$ cat src/rtl/adma2_pkg.sv
// ADMA2 descriptor engine shared definitions.
// Holds the walker state encoding, descriptor Act codes, descriptor
// field bit positions and the codes reported on adma_error_state.
package adma2_pkg;

  // ST_STOP/ST_FDS/ST_TFR reuse the adma_error_state code points.
  typedef enum logic [1:0] {
    ST_STOP = 2'b00,
    ST_FDS  = 2'b01,
    ST_CADR = 2'b10,
    ST_TFR  = 2'b11
  } state_e;

  typedef enum logic [1:0] {
    ACT_NOP  = 2'b00,
    ACT_RSV  = 2'b01,  // reserved, behaves as nop
    ACT_TRAN = 2'b10,
    ACT_LINK = 2'b11
  } act_e;

  typedef enum logic [1:0] {
    ERR_ST_STOP = 2'b00,
    ERR_ST_FDS  = 2'b01,
    ERR_ST_TFR  = 2'b11
  } err_state_e;

  // Descriptor word layout.
  localparam int DESC_VALID_BIT = 0;
  localparam int DESC_END_BIT   = 1;
  localparam int DESC_INT_BIT   = 2;
  localparam int DESC_ACT_LSB   = 4;
  localparam int DESC_ACT_MSB   = 5;
  localparam int DESC_LEN_LSB   = 16;
  localparam int DESC_LEN_MSB   = 31;
  localparam int DESC_ADDR_LSB  = 32;
  localparam int DESC_ADDR_MSB  = 63;

endpackage

$ cat src/rtl/adma2_descriptor_engine_if.sv
// Bus bundle between the ADMA2 descriptor engine and its environment.
//   descriptor fetch : mem_req, mem_addr -> / <- mem_ack, mem_rdata, mem_err
//   data mover       : xfer_start, xfer_addr, xfer_len -> / <- xfer_done
//   event requests   : DMA_Interrupt, ADMA_Error, Transfer_complete,
//                      ADMA_System_Address_Register -> / <- matching ack_*
// master = engine side, slave = memory / data mover / host controller side.
interface adma2_descriptor_engine_if #(
  parameter int ADDR_W = 64,
  parameter int LEN_W  = 17
);
  logic              mem_req;
  logic [ADDR_W-1:0] mem_addr;
  logic              mem_ack;
  logic [63:0]       mem_rdata;
  logic              mem_err;

  logic              xfer_start;
  logic [ADDR_W-1:0] xfer_addr;
  logic [LEN_W-1:0]  xfer_len;
  logic              xfer_done;

  logic DMA_Interrupt,                ack_DMA_Interrupt;
  logic ADMA_Error,                   ack_ADMA_Error;
  logic Transfer_complete,            ack_Transfer_complete;
  logic ADMA_System_Address_Register, ack_ADMA_System_Address_Register;

  modport master (
    output mem_req, mem_addr, xfer_start, xfer_addr, xfer_len,
           DMA_Interrupt, ADMA_Error, Transfer_complete, ADMA_System_Address_Register,
    input  mem_ack, mem_rdata, mem_err, xfer_done,
           ack_DMA_Interrupt, ack_ADMA_Error, ack_Transfer_complete,
           ack_ADMA_System_Address_Register
  );

  modport slave (
    input  mem_req, mem_addr, xfer_start, xfer_addr, xfer_len,
           DMA_Interrupt, ADMA_Error, Transfer_complete, ADMA_System_Address_Register,
    output mem_ack, mem_rdata, mem_err, xfer_done,
           ack_DMA_Interrupt, ack_ADMA_Error, ack_Transfer_complete,
           ack_ADMA_System_Address_Register
  );
endinterface

$ cat src/rtl/adma_req_hold.sv
// Sticky event request flop with set-dominant acknowledge.
//   clk, reset_n : clock, async active-low reset
//   set          : raise (or keep) the request
//   ack          : clear the request on the next edge unless set is active
//   req          : request level to the host controller
module adma_req_hold (
  input  logic clk,
  input  logic reset_n,
  input  logic set,
  input  logic ack,
  output logic req
);

  // NOTE: sequential state uses <= so every flop sees pre-edge values regardless of statement order.
  always_ff @(posedge clk or negedge reset_n) begin
    if (!reset_n)  req <= 1'b0;
    else if (set)  req <= 1'b1;  // a new event beats a coincident ack
    else if (ack)  req <= 1'b0;
  end

endmodule

$ cat src/rtl/adma2_descriptor_engine.sv
// ADMA2 master state machine: walks a descriptor table starting at
// Initial_ADMA_System_Address, hands tran descriptors to the data mover and
// raises the four sticky event requests towards the host controller.
//   clk, reset_n                : clock, async active-low reset
//   start                       : begin a walk (only honoured in ST_STOP)
//   Initial_ADMA_System_Address : table base, sampled with start
//   bus                         : fetch, data mover and event request bundle
//   adma_sys_addr               : current descriptor pointer
//   adma_error_state            : state in which the last error happened
module adma2_descriptor_engine
  import adma2_pkg::*;
#(
  parameter int ADDR_W      = 64,
  parameter int LEN_W       = 17,
  parameter int DESC_STRIDE = 8
) (
  input  logic              clk,
  input  logic              reset_n,
  input  logic              start,
  input  logic [ADDR_W-1:0] Initial_ADMA_System_Address,
  adma2_descriptor_engine_if.master bus,
  output logic [ADDR_W-1:0] adma_sys_addr,
  output logic [1:0]        adma_error_state
);

  state_e            state_q, state_d;
  act_e              act_q;
  logic              end_q, int_q;
  logic [ADDR_W-1:0] buf_addr_q;
  logic [LEN_W-1:0]  buf_len_q;

  logic        walk_start, desc_bad, fetch_ok, action_done, err_set, xfer_start;
  logic [15:0] rd_len;

  assign walk_start = (state_q == ST_STOP) && start;
  assign desc_bad   = bus.mem_err || !bus.mem_rdata[DESC_VALID_BIT];
  assign rd_len     = bus.mem_rdata[DESC_LEN_MSB:DESC_LEN_LSB];

  always_ff @(posedge clk or negedge reset_n) begin
    if (!reset_n) state_q <= ST_STOP;
    else          state_q <= state_d;
  end

  always_comb begin
    // NOTE: every signal written here gets a default first, so no path can infer a latch.
    state_d     = state_q;
    fetch_ok    = 1'b0;
    err_set     = 1'b0;
    action_done = 1'b0;
    xfer_start  = 1'b0;
    case (state_q)
      ST_STOP: if (start) state_d = ST_FDS;
      ST_FDS: begin
        if (bus.mem_ack) begin
          if (desc_bad) begin
            err_set = 1'b1;
            state_d = ST_STOP;
          end else begin
            fetch_ok = 1'b1;
            state_d  = ST_CADR;
          end
        end
      end
      ST_CADR: begin
        if (act_q == ACT_TRAN) begin
          xfer_start = 1'b1;
          state_d    = ST_TFR;
        end else begin
          action_done = 1'b1;
        end
      end
      ST_TFR:  if (bus.xfer_done) action_done = 1'b1;
      default: ;
    endcase
    // A completed descriptor always moves the pointer; End stops the walk.
    if (action_done) state_d = end_q ? ST_STOP : ST_FDS;
  end

  always_ff @(posedge clk or negedge reset_n) begin
    if (!reset_n) begin
      // NOTE: the latched descriptor is reset too, so xfer_addr/xfer_len read 0 out of reset.
      act_q            <= ACT_NOP;
      end_q            <= 1'b0;
      int_q            <= 1'b0;
      buf_addr_q       <= '0;
      buf_len_q        <= '0;
      adma_sys_addr    <= '0;
      adma_error_state <= ERR_ST_STOP;
    end else begin
      if (fetch_ok) begin
        act_q      <= act_e'(bus.mem_rdata[DESC_ACT_MSB:DESC_ACT_LSB]);
        end_q      <= bus.mem_rdata[DESC_END_BIT];
        int_q      <= bus.mem_rdata[DESC_INT_BIT];
        buf_addr_q <= ADDR_W'(bus.mem_rdata[DESC_ADDR_MSB:DESC_ADDR_LSB]);
        buf_len_q  <= (rd_len == 16'd0) ? LEN_W'(32'h1_0000) : LEN_W'(rd_len);
      end
      if (walk_start)
        adma_sys_addr <= Initial_ADMA_System_Address;
      else if (action_done)
        adma_sys_addr <= (act_q == ACT_LINK) ? buf_addr_q
                                             : adma_sys_addr + ADDR_W'(DESC_STRIDE);
      if (err_set) adma_error_state <= ERR_ST_FDS;
    end
  end

  assign bus.mem_req    = (state_q == ST_FDS);
  assign bus.mem_addr   = (state_q == ST_FDS) ? adma_sys_addr : '0;
  assign bus.xfer_start = xfer_start;
  assign bus.xfer_addr  = buf_addr_q;
  assign bus.xfer_len   = buf_len_q;

  adma_req_hold u_int_req (
    .clk(clk), .reset_n(reset_n),
    .set(action_done && int_q), .ack(bus.ack_DMA_Interrupt),
    .req(bus.DMA_Interrupt)
  );

  adma_req_hold u_err_req (
    .clk(clk), .reset_n(reset_n),
    .set(err_set), .ack(bus.ack_ADMA_Error),
    .req(bus.ADMA_Error)
  );

  adma_req_hold u_tc_req (
    .clk(clk), .reset_n(reset_n),
    .set(action_done && end_q), .ack(bus.ack_Transfer_complete),
    .req(bus.Transfer_complete)
  );

  adma_req_hold u_sar_req (
    .clk(clk), .reset_n(reset_n),
    .set(walk_start || action_done), .ack(bus.ack_ADMA_System_Address_Register),
    .req(bus.ADMA_System_Address_Register)
  );

endmodule

$ cat src/flat_wrapper.sv
// flat-port wrapper written by rule: the top's interface ports become plain ports
module adma2_descriptor_engine_flat import adma2_pkg::*;
#(
  parameter int ADDR_W      = 64,
  parameter int LEN_W       = 17,
  parameter int DESC_STRIDE = 8
)
  (clk, reset_n, start, Initial_ADMA_System_Address, adma_sys_addr, adma_error_state, bus_mem_req, bus_mem_addr, bus_xfer_start, bus_xfer_addr, bus_xfer_len, bus_DMA_Interrupt, bus_ADMA_Error, bus_Transfer_complete, bus_ADMA_System_Address_Register, bus_mem_ack, bus_mem_rdata, bus_mem_err, bus_xfer_done, bus_ack_DMA_Interrupt, bus_ack_ADMA_Error, bus_ack_Transfer_complete, bus_ack_ADMA_System_Address_Register);
  adma2_descriptor_engine_if #(.ADDR_W(ADDR_W), .LEN_W(LEN_W)) bus_i ();
  input  logic clk;
  input  logic reset_n;
  input  logic start;
  input  logic [ADDR_W-1:0] Initial_ADMA_System_Address;
  output logic [ADDR_W-1:0] adma_sys_addr;
  output logic [1:0] adma_error_state;
  output wire logic [$bits(bus_i.mem_req)-1:0] bus_mem_req;
  output wire logic [$bits(bus_i.mem_addr)-1:0] bus_mem_addr;
  output wire logic [$bits(bus_i.xfer_start)-1:0] bus_xfer_start;
  output wire logic [$bits(bus_i.xfer_addr)-1:0] bus_xfer_addr;
  output wire logic [$bits(bus_i.xfer_len)-1:0] bus_xfer_len;
  output wire logic [$bits(bus_i.DMA_Interrupt)-1:0] bus_DMA_Interrupt;
  output wire logic [$bits(bus_i.ADMA_Error)-1:0] bus_ADMA_Error;
  output wire logic [$bits(bus_i.Transfer_complete)-1:0] bus_Transfer_complete;
  output wire logic [$bits(bus_i.ADMA_System_Address_Register)-1:0] bus_ADMA_System_Address_Register;
  input wire logic [$bits(bus_i.mem_ack)-1:0] bus_mem_ack;
  input wire logic [$bits(bus_i.mem_rdata)-1:0] bus_mem_rdata;
  input wire logic [$bits(bus_i.mem_err)-1:0] bus_mem_err;
  input wire logic [$bits(bus_i.xfer_done)-1:0] bus_xfer_done;
  input wire logic [$bits(bus_i.ack_DMA_Interrupt)-1:0] bus_ack_DMA_Interrupt;
  input wire logic [$bits(bus_i.ack_ADMA_Error)-1:0] bus_ack_ADMA_Error;
  input wire logic [$bits(bus_i.ack_Transfer_complete)-1:0] bus_ack_Transfer_complete;
  input wire logic [$bits(bus_i.ack_ADMA_System_Address_Register)-1:0] bus_ack_ADMA_System_Address_Register;
  assign bus_mem_req = bus_i.mem_req;
  assign bus_mem_addr = bus_i.mem_addr;
  assign bus_xfer_start = bus_i.xfer_start;
  assign bus_xfer_addr = bus_i.xfer_addr;
  assign bus_xfer_len = bus_i.xfer_len;
  assign bus_DMA_Interrupt = bus_i.DMA_Interrupt;
  assign bus_ADMA_Error = bus_i.ADMA_Error;
  assign bus_Transfer_complete = bus_i.Transfer_complete;
  assign bus_ADMA_System_Address_Register = bus_i.ADMA_System_Address_Register;
  assign bus_i.mem_ack = bus_mem_ack;
  assign bus_i.mem_rdata = bus_mem_rdata;
  assign bus_i.mem_err = bus_mem_err;
  assign bus_i.xfer_done = bus_xfer_done;
  assign bus_i.ack_DMA_Interrupt = bus_ack_DMA_Interrupt;
  assign bus_i.ack_ADMA_Error = bus_ack_ADMA_Error;
  assign bus_i.ack_Transfer_complete = bus_ack_Transfer_complete;
  assign bus_i.ack_ADMA_System_Address_Register = bus_ack_ADMA_System_Address_Register;
  adma2_descriptor_engine #(.ADDR_W(ADDR_W), .LEN_W(LEN_W), .DESC_STRIDE(DESC_STRIDE)) u_core (.clk(clk), .reset_n(reset_n), .start(start), .Initial_ADMA_System_Address(Initial_ADMA_System_Address), .bus(bus_i), .adma_sys_addr(adma_sys_addr), .adma_error_state(adma_error_state));
endmodule
$ cat config.mk
export PLATFORM = sky130hd
export DESIGN_NAME = adma2_descriptor_engine_flat
export DESIGN_NICKNAME = d
export VERILOG_FILES = /design/src/rtl/adma2_pkg.sv /design/src/rtl/adma2_descriptor_engine_if.sv /design/src/rtl/adma_req_hold.sv /design/src/rtl/adma2_descriptor_engine.sv /design/src/flat_wrapper.sv
export SDC_FILE = /design/constraint.sdc
export NUM_CORES = 1
export LEC_CHECK = 0
export ABC_AREA = 1
export BUFFER_PORTS_ARGS = -buffer_cell sky130_fd_sc_hd__buf_2
export CORE_MARGIN = 5
export CORE_UTILIZATION = 53
export DETAILED_ROUTE_END_ITERATION = 8
export PLACE_DENSITY = 0.87
export SLEW_MARGIN = 15
export SYNTH_ARGS = -nofsm -noshare
export SYNTH_HDL_FRONTEND = slang
export SYNTH_SLANG_ARGS = --single-unit
$ cat constraint.sdc
create_clock -name clk -period 5.6 [get_ports clk]
set_clock_uncertainty 0.2 [all_clocks]
set_input_delay 0.28 -clock clk [delete_from_list [all_inputs] [get_ports clk]]
set_output_delay 0.28 -clock clk [all_outputs]
set_load 0.02 [all_outputs]
Word level (Yosys, flattened, before mapping)
Index checks and enable logic that the tools add are counted.

Flip-flop bits (word level): 124. Bits in latches: 0. Memory bits (writable): 0. Bits in read-only memories: 0. Input port bits: 138. Output and inout bits: 217. Logic and storage cells: 67. Memories kept: 0.

Add/sub/neg operators: 1. Multiply operators: 0. Divide/modulo/power cells: 0. $lt $le $gt $ge: 0. Equal/unequal tests: 8. Shifts and indexed selects: 0. Muxes and demuxes: 31. Bitwise operators: 0. Reduce and logical (&&, ||, !) cells: 15.

Operators with widths (count): $mux 64 (4); $add 64x4->64 const B (1); $mux 1 (19); $mux 17 (1); $logic_not 16->1 (1); $mux 2 (5); $reduce_bool 2->1 (5); $eq 2x2->1 const B (4); $ne 3x1->1 const B (2); $pmux 2 s3 (1); $reduce_and 4->1 (1); $reduce_bool 4->1 (1); $logic_and 1x1->1 (3); $ne 3x2->1 const B (1); $eq 2x1->1 const B (1); $logic_not 2->1 (1); $logic_or 1x1->1 (2); $pmux 1 s2 (1); $logic_not 1->1 (1).

Longest topological paths before layout
Gate-level depths: netlist of the first run.

Depth in word-level cells: 6. Mapped depth: 12. Mapped depth without buffers: 11.

Cells and area by module
Synthesis of the first run repeated with hierarchy kept, for this count alone.

Cell total of the unflattened synthesis: 1438. Area total of the unflattened synthesis: 8979.9 sq um.

By module, submodules not included: adma2_descriptor_engine (times used 1, cells an instance 1418, area each 8819.7 sq um, sequential area each 3002.9 sq um); adma_req_hold (times used 4, cells an instance 5, area each 40.0 sq um, sequential area each 25.0 sq um).

Worst setup path before layout of the first run
OpenSTA, ideal clock, no wires.

Kind: reg2out. From: reg u_core.state_q[1]. To: out bus_mem_addr[13]. Data arrival time: 1630 ps. Required time: 5120 ps. Setup slack: 3490 ps. Cell stages (with the launch flop): 7. Buffers on the path: 2. Cell sequence: dfrtp_1 inv_1 ha_1 clkbuf_1 buf_1 nand2_1 inv_1.

Cells in the longest elaborated chain, start to end: 2.

Ends and longest elaborated chain: start: declaration (line adma2_descriptor_engine.sv:26) `state_e state_q, state_d;`; start signal: assignment (line adma2_descriptor_engine.sv:41) `else state_q <= state_d;`; $eq 2x1->1; via bus_mem_req (line flat_wrapper.sv:16) `output wire logic [$bits(bus_i.mem_req)-1:0] bus_mem_req;`; $mux 64 (line adma2_descriptor_engine.sv:107) `assign bus.mem_addr = (state_q == ST_FDS) ? adma_sys_addr : '0;`; end: declaration (line flat_wrapper.sv:17) `output wire logic [$bits(bus_i.mem_addr)-1:0] bus_mem_addr;`.

The timed path passes the listed nets, and every way through them passes these cells.

Worst setup path in the final report of the first run
From: reg u_core.state_q[1]. To: reg u_core.buf_len_q[15], in the netlist u_core.bus.xfer_len[15].

Cells in the longest elaborated chain, start to end: 2.

Ends and longest elaborated chain: $eq 2x1->1 (line adma2_descriptor_engine.sv:51) `case (state_q)`; $mux 1 (line adma2_descriptor_engine.sv:51); end signal: assignment (line adma2_descriptor_engine.sv:95) `buf_len_q <= (rd_len == 16'd0) ? LEN_W'(32'h1_0000) : LEN_W'(rd_len);`; end: declaration (line adma2_descriptor_engine.sv:30) `logic [LEN_W-1:0] buf_len_q;`.

Every way passes these cells. A chain may end at the register's enable or synchronous reset.

==> reports/summary.txt, run 1 <==
Netlist Area Pre-Place - 8730 um^2
Post-layout nets - 1944
Post-route insts no fill - 2033
Chip height - 138 um
Most used flip-flop cell after synthesis - dfrtp_1
CTS Buffer Depth - 2
Syn. warnings - 0
Initial antenna violation count - 1
Worst Setup Start Kind - flop
Synthesized flop and latch total - 124
Synth Area in XOR/XNOR - 0.00602
Post-Synth Adder-Cell Area - 0.00860
RePlAce Congestion - 0.956
Top Layer Used - met5
IO Port Bufs - 310
Highest clock rate - 0.243 GHz
Measured slew at the worst slew-check pin - 1120 ps
DR WL/cell - 18.2 um
R2R Path End - u_core.bus.xfer_len[15]$_DFFE_PN0P_
Total Wirelength - 37.0 mm
Fin crit period - 4120 ps
Fin crit share - 0.735
Routed vias - 11200
CP Max Fanout - 68
Core area - 16300 um^2
Max Cap Viol - 0
Cell area after layout - 12000 um^2
Setup CP Type - reg -> reg
Area Growth Syn to Fin - 37.9%
Reg2reg start - u_core.state_q[1]$_DFFE_PN0P_
Grt total ovfl - 0
Routed wl met3 - 3.92 mm
Min-Delay Path Depth - 4
Die Area - 19100 um^2
Setup_tns - 0 ps
Synth unique cells - 38
DP Area - 10300 um^2
Crit-path max cell delay - 910 ps
Num CTS Buffers - 17
Mux cell area share after synthesis - 0
Crit path max-delay family - buffers and inverters
Number of synthesized flops with an enable pin - 0
Critical path data required time - 5720 ps
Slew Viols, Final - 0
Setup Fix Bufs, Post-CTS - 0
Initial core utilization - 0.534
Met1 WL - 13.5 mm
Number of global-route vias before repair - 10900
Worst setup EP type - flop
Io pins - 355
DR iter-0 viols - 1160
Hold crit path type - in -> reg
Gr usage total - 0.376
Die Wd - 138 um
Post-synthesis cell count - 1397
Hold path startpoint - Initial_ADMA_System_Address[10]
Asr flop ratio synth - 1.00
Clk sinks - 124
Root buf cell - clkbuf_16
Met2 routed WL - 17.7 mm
Share of layout cells above drive strength 1 - 0.218
Avg Inst Size Synth - 6.25 um^2
DRC - 0
Row count - 47
Main combinational cell family by area after synthesis - simple AND/OR/NAND/NOR gates
Register-to-register setup slack - 1480 ps
Top post-synthesis cells by area - dfrtp_1, nand2_1, inv_1
Setup ws final - 1480 ps
Dpl cells - 1887
WHS Endpoint - u_core.adma_sys_addr[10]$_DFFE_PN0P_
CP cell instances - inv_1 -> ha_2 -> buf_4 -> nand2_1 -> nor2_4 -> inv_2 -> o21ai_0
Antenna-violating nets left - 0
Hold Violations, Final - 0
Dpl ws - 1910 ps
Largest net degree at the start of global routing - 69
Diode count - 0
Worst hold slack - 15.7 ps
Clk slew on worst S/H paths - 70 ps
Yosys top cell by area - dfrtp_1
RSZ-0062 raised after global routing - false
Resize count post-CTS - 0
Setup-failing EPs final - 0
Clk Latency, worst-skew pair - 430 ps
First-pass GRT wire length - 58.4 mm
Count leader, synth - nand2_1
CTS H-tree lvls - 4
Buffers and inverters on the worst path - 3
Post-CTS Hold Buffers - 114
Post-synth top area share - 0.355
CTS tree - yes
Crit path DAT - 4230 ps
VDD IR max - 0.000353 V
Slew margin rel. - 0.253
Seq/Total Area, Yosys - 0.355
P per Cell Area - 575 nW/um^2
Synth cell count leaders - nand2_1, inv_1, dfrtp_1
Status - complete, no violations
Lkg Pwr - 6.92 nW
Hpwl dp - 23.8 mm
Via density - 5.49
R2R cell count - 7
Simple-gate portion of the synthesized area - 0.409
Compound-Gate Fraction of Synth Area - 0.0800
First-pass DRT Iterations - 9
CP max-delay cell - nor2_4
[kinds of logic after synthesis]
| family | Yosys count |
|---|---|
| compound gates | 126 |
| xor+xnor | 6 |
| fa+ha+maj | 6 |
| buf+inv | 290 |
| flops | 124 |
| other cells | 1 |
| simple gates | 844 |
[cell type report]
class                   count  area (um^2)
well taps                 220          275
flip-flops and latches    124         3100
inverters                 211          792
multi-input cells        1015         4530
repair buffers            431         2750
fillers                  1264         4310
clock inverters            15          155
clock buffers              17          425
[report_power, final]
group / total, mW / switching [mW] / internal [mW] / leakage (nW)
logic: 3.80 / 2.63 / 1.17 / 5.09
clock network: 1.11 / 0.479 / 0.627 / 0.290
registers: 2.01 / 0.689 / 1.32 / 1.53
total: 6.92 / 3.80 / 3.12 / 6.92
[worst max-delay path by stage]
stage                                  start                             endpoint  slack [ps]  cells past startpoint
6_report       u_core.state_q[1]$_DFFE_PN0P_  u_core.bus.xfer_len[15]$_DFFE_PN0P_        1480                      7
5_1_grt        u_core.state_q[1]$_DFFE_PN0P_  u_core.bus.xfer_len[15]$_DFFE_PN0P_        1370                      7
4_1_cts        u_core.state_q[1]$_DFFE_PN0P_  u_core.bus.xfer_len[13]$_DFFE_PN0P_        1900                      7
3_5_place_dp   u_core.state_q[1]$_DFFE_PN0P_  u_core.bus.xfer_len[13]$_DFFE_PN0P_        1910                      8
3_3_place_gp   u_core.state_q[1]$_DFFE_PN0P_  u_core.bus.xfer_len[16]$_DFFE_PN0P_        2010                      8
2_1_floorplan  u_core.state_q[1]$_DFFE_PN0P_                     bus_mem_addr[13]        3490                      6
[tightest hold or removal path, cell delays in order]
cell      delay (ps)
buf_2             70
o21ai_0           60
o21bai_1         150
nand2_1           50
[state kept, by name (all words and copies together) (netlist names)]
name / cells
u_core.act_q: 2
u_core.adma_error_state: 1
u_core.adma_sys_addr: 64
u_core.bus.xfer_addr: 32
u_core.bus.xfer_len: 17
u_core.end_q: 1
u_core.int_q: 1
u_core.state_q: 2
u_core.u_err_req.req: 1
u_core.u_int_req.req: 1
u_core.u_sar_req.req: 1
u_core.u_tc_req.req: 1
[metal layers]
layer	vias up	global-route usage
met3	186	0.0877
met4	2	0.170
met1	5063	0.458
met2	855	0.637
li1	5050	-
met5	-	0
[cell usage in the layout (no fill, tap or decap), drive strengths merged]
| master | n |
|---|---|
| a211oi | 2 |
| a21boi | 1 |
| a21oi | 10 |
| a31oi | 3 |
| and2 | 2 |
| buf | 317 |
| bufinv | 1 |
| clkbuf | 17 |
| clkinv | 9 |
| conb | 33 |
| dfrtp | 124 |
| dlygate4sd3 | 114 |
| ha | 6 |
| inv | 216 |
| nand2 | 553 |
| nand3 | 124 |
| nand3b | 2 |
| nand4 | 21 |
| nor2 | 128 |
| nor3 | 7 |
| nor3b | 1 |
| nor4 | 3 |
| o211ai | 1 |
| o21ai | 89 |
| o21bai | 14 |
| o22ai | 6 |
| or2 | 3 |
| xnor2 | 4 |
| xor2 | 2 |
[stage by stage]
step,utilization,power (mW)
floorplan,-,4.21
global placement,0.631,5.39
detailed placement,0.631,5.52
CTS,0.736,6.70
global route,0.736,7.33
finish,0.736,6.92
No activity file was read; power rests on OpenSTA's default activity.
==> inputs of run 2 (changes only) <==
--- a/config.mk
+++ b/config.mk
@@ -8,9 +8,9 @@
 export ABC_AREA = 1
 export BUFFER_PORTS_ARGS = -buffer_cell sky130_fd_sc_hd__buf_2
 export CORE_MARGIN = 5
-export CORE_UTILIZATION = 53
+export CORE_UTILIZATION = 45
 export DETAILED_ROUTE_END_ITERATION = 8
-export PLACE_DENSITY = 0.87
+export PLACE_DENSITY = 0.78
 export SLEW_MARGIN = 15
 export SYNTH_ARGS = -nofsm -noshare
 export SYNTH_HDL_FRONTEND = slang
==> constraint.sdc (replaced) <==
create_clock -name clk -period 3.4 [get_ports clk]
set_clock_uncertainty 0.2 [all_clocks]
set_input_delay 0.17 -clock clk [delete_from_list [all_inputs] [get_ports clk]]
set_output_delay 0.17 -clock clk [all_outputs]
set_load 0.02 [all_outputs]
==> run 2 against run 1 <==
Routed wire length down 6.2%. Final area up 1.9%. Utilization down 10 points. Critical path depth down 1. Clock power up 68%. Total power up 62%.
==> reports/summary.txt, run 2 (synthesis gave the netlist of run 1 again) <==
Slew margin rel. - 0.348
Largest net degree at the start of global routing - 113
Dpl ws - 898 ps
Most common cell after layout, fill and taps aside - nand2_1
DR iter-0 viols - 806
Reg power frac - 0.289
Setup-failing EPs final - 0
Setup ws final - 769 ps
Critical path data required time - 3030 ps
CTS Buffer Depth - 2
Gr usage total - 0.310
Clk sinks - 124
RSZ-0062 raised after global routing - false
CTS H-tree lvls - 4
Highest clock rate - 0.380 GHz
Row count - 51
DRC - 0
CTS tree - yes
Crit path DAT - 2260 ps
Total Wirelength - 34.7 mm
Reg with most FFs - u_core.adma_sys_addr
Share of layout cells above drive strength 1 - 0.220
Commonest cells after routing, fill and taps aside - nand2_1, buf_2, inv_1, dlygate4sd3_1, dfrtp_1
IO Port Bufs - 310
DR WL/cell - 16.6 um
Post-layout nets - 1962
Fillers - 1690
First-pass DRT Iterations - 5
Core area - 19300 um^2
Num CTS Buffers - 17
Internal power - 5.25 mW
Worst setup EP type - output port
Die Area - 22300 um^2
Root buf cell - clkbuf_16
Setup CP Type - reg -> out
Area Growth Syn to Fin - 40.4%
CP Max Fanout - 67
Die Wd - 149 um
Clock Power Share - 0.165
Initial core utilization - 0.453
RePlAce Congestion - 0.921
Diode count - 0
VDD IR max - 0.000551 V
Fin crit share - 0.774
Clk slew on worst S/H paths - 60 ps
Clk Latency, worst-skew pair - 430 ps
Io pins - 355
Grt total ovfl - 0
Fin crit period - 2630 ps
Slew Viols, Final - 0
Hold Violations, Final - 0
Hpwl dp - 24.6 mm
Via density - 5.03
Worst Setup Start Kind - flop
First-pass GRT wire length - 54.3 mm
Setup_tns - 0 ps
Antenna-violating nets left - 0
Max Cap Viol - 0
Number of global-route vias before repair - 10300
Lkg Pwr - 6.99 nW
Max FFs per register - 64
Net switching power - 5.98 mW
Switch share - 0.532
Hold crit path type - in -> reg
Status - complete, no violations
Routed vias - 10500
Resize count post-CTS - 0
Initial antenna violation count - 0
Chip height - 149 um
Measured slew at the worst slew-check pin - 976 ps
P per Cell Area - 916 nW/um^2
Combinational power share - 0.545
Setup Fix Bufs, Post-CTS - 0
[run 2: cell type report]
class / instances / area, um^2 / area share
Timing Repair Buffer: 449 / 2910 / 0.238
Inverter: 211 / 792 / 0.0646
Clock inverter: 14 / 161 / 0.0132
Sequential cell: 124 / 3100 / 0.253
Tap cell: 265 / 332 / 0.0270
Multi-Input combinational cell: 1015 / 4530 / 0.370
Clock buffer: 17 / 425 / 0.0347
[run 2: through the flow]
step / hold slack [ps] / instances / power [mW] / area, um^2 / util
3_5_place_dp: 166 / 1940 / 9.16 / 10400 / 0.541
6_report: 75.0 / 2095 / 11.2 / 12300 / 0.636
5_1_grt: 109 / 2095 / 12.1 / 12300 / 0.636
3_3_place_gp: 158 / 1940 / 9.02 / 10400 / 0.541
2_1_floorplan: -326 / 1429 / 6.94 / 8850 / -
4_1_cts: 59.1 / 2095 / 11.2 / 12300 / 0.636
[run 2: worst max-delay path, cell delays in order (launching register included)]
cell and delay [ps]:
dfrtp_1 420, inv_1 150, ha_2 200, buf_4 570
nand2_1 140, inv_1 140, buf_2 180
[run 2: path summary, 6_finish.rpt]
path / slack [ps] / to / startpoint / depth (start not counted)
max: 770 / bus_mem_addr[22] / u_core.state_q[1]$_DFFE_PN0P_ / 6
min: 80 / u_core.state_q[1]$_DFFE_PN0P_ / bus_xfer_done / 5
max reg2reg: 870 / u_core.adma_sys_addr[2]$_DFFE_PN0P_ / u_core.state_q[1]$_DFFE_PN0P_ / 9
min reg2reg: 280 / u_core.adma_error_state[0]$_DFFE_PN0P_ / u_core.adma_error_state[0]$_DFFE_PN0P_ / 2
max in group asynchronous: 1930 / u_core.adma_sys_addr[10]$_DFFE_PN0P_ / reset_n / 3
min in group asynchronous: 220 / u_core.adma_sys_addr[51]$_DFFE_PN0P_ / reset_n / 2
[run 2: power by group through the flow]
stage	Sequential (mW)	Clock [mW]	Combinational (mW)
finish	3.25	1.86	6.12
global route	3.34	1.94	6.80
CTS	3.21	1.87	6.08
detailed placement	3.23	0	5.94
global placement	3.22	0	5.80
floorplan	3.65	0	3.29
[run 2: metal layers]
metal	share of wire	GRT usage	routed length (um)
met3	0.089	0.0678	3090
met5	0	0	0
met1	0.40	0.398	13800
met4	0.037	0.122	1280
met2	0.48	0.513	16500
[run 2: timing repair]
action                     CTS  global route
hold buffers               124             0
setup endpoints to repair    0             0
hold endpoints to repair   233             0
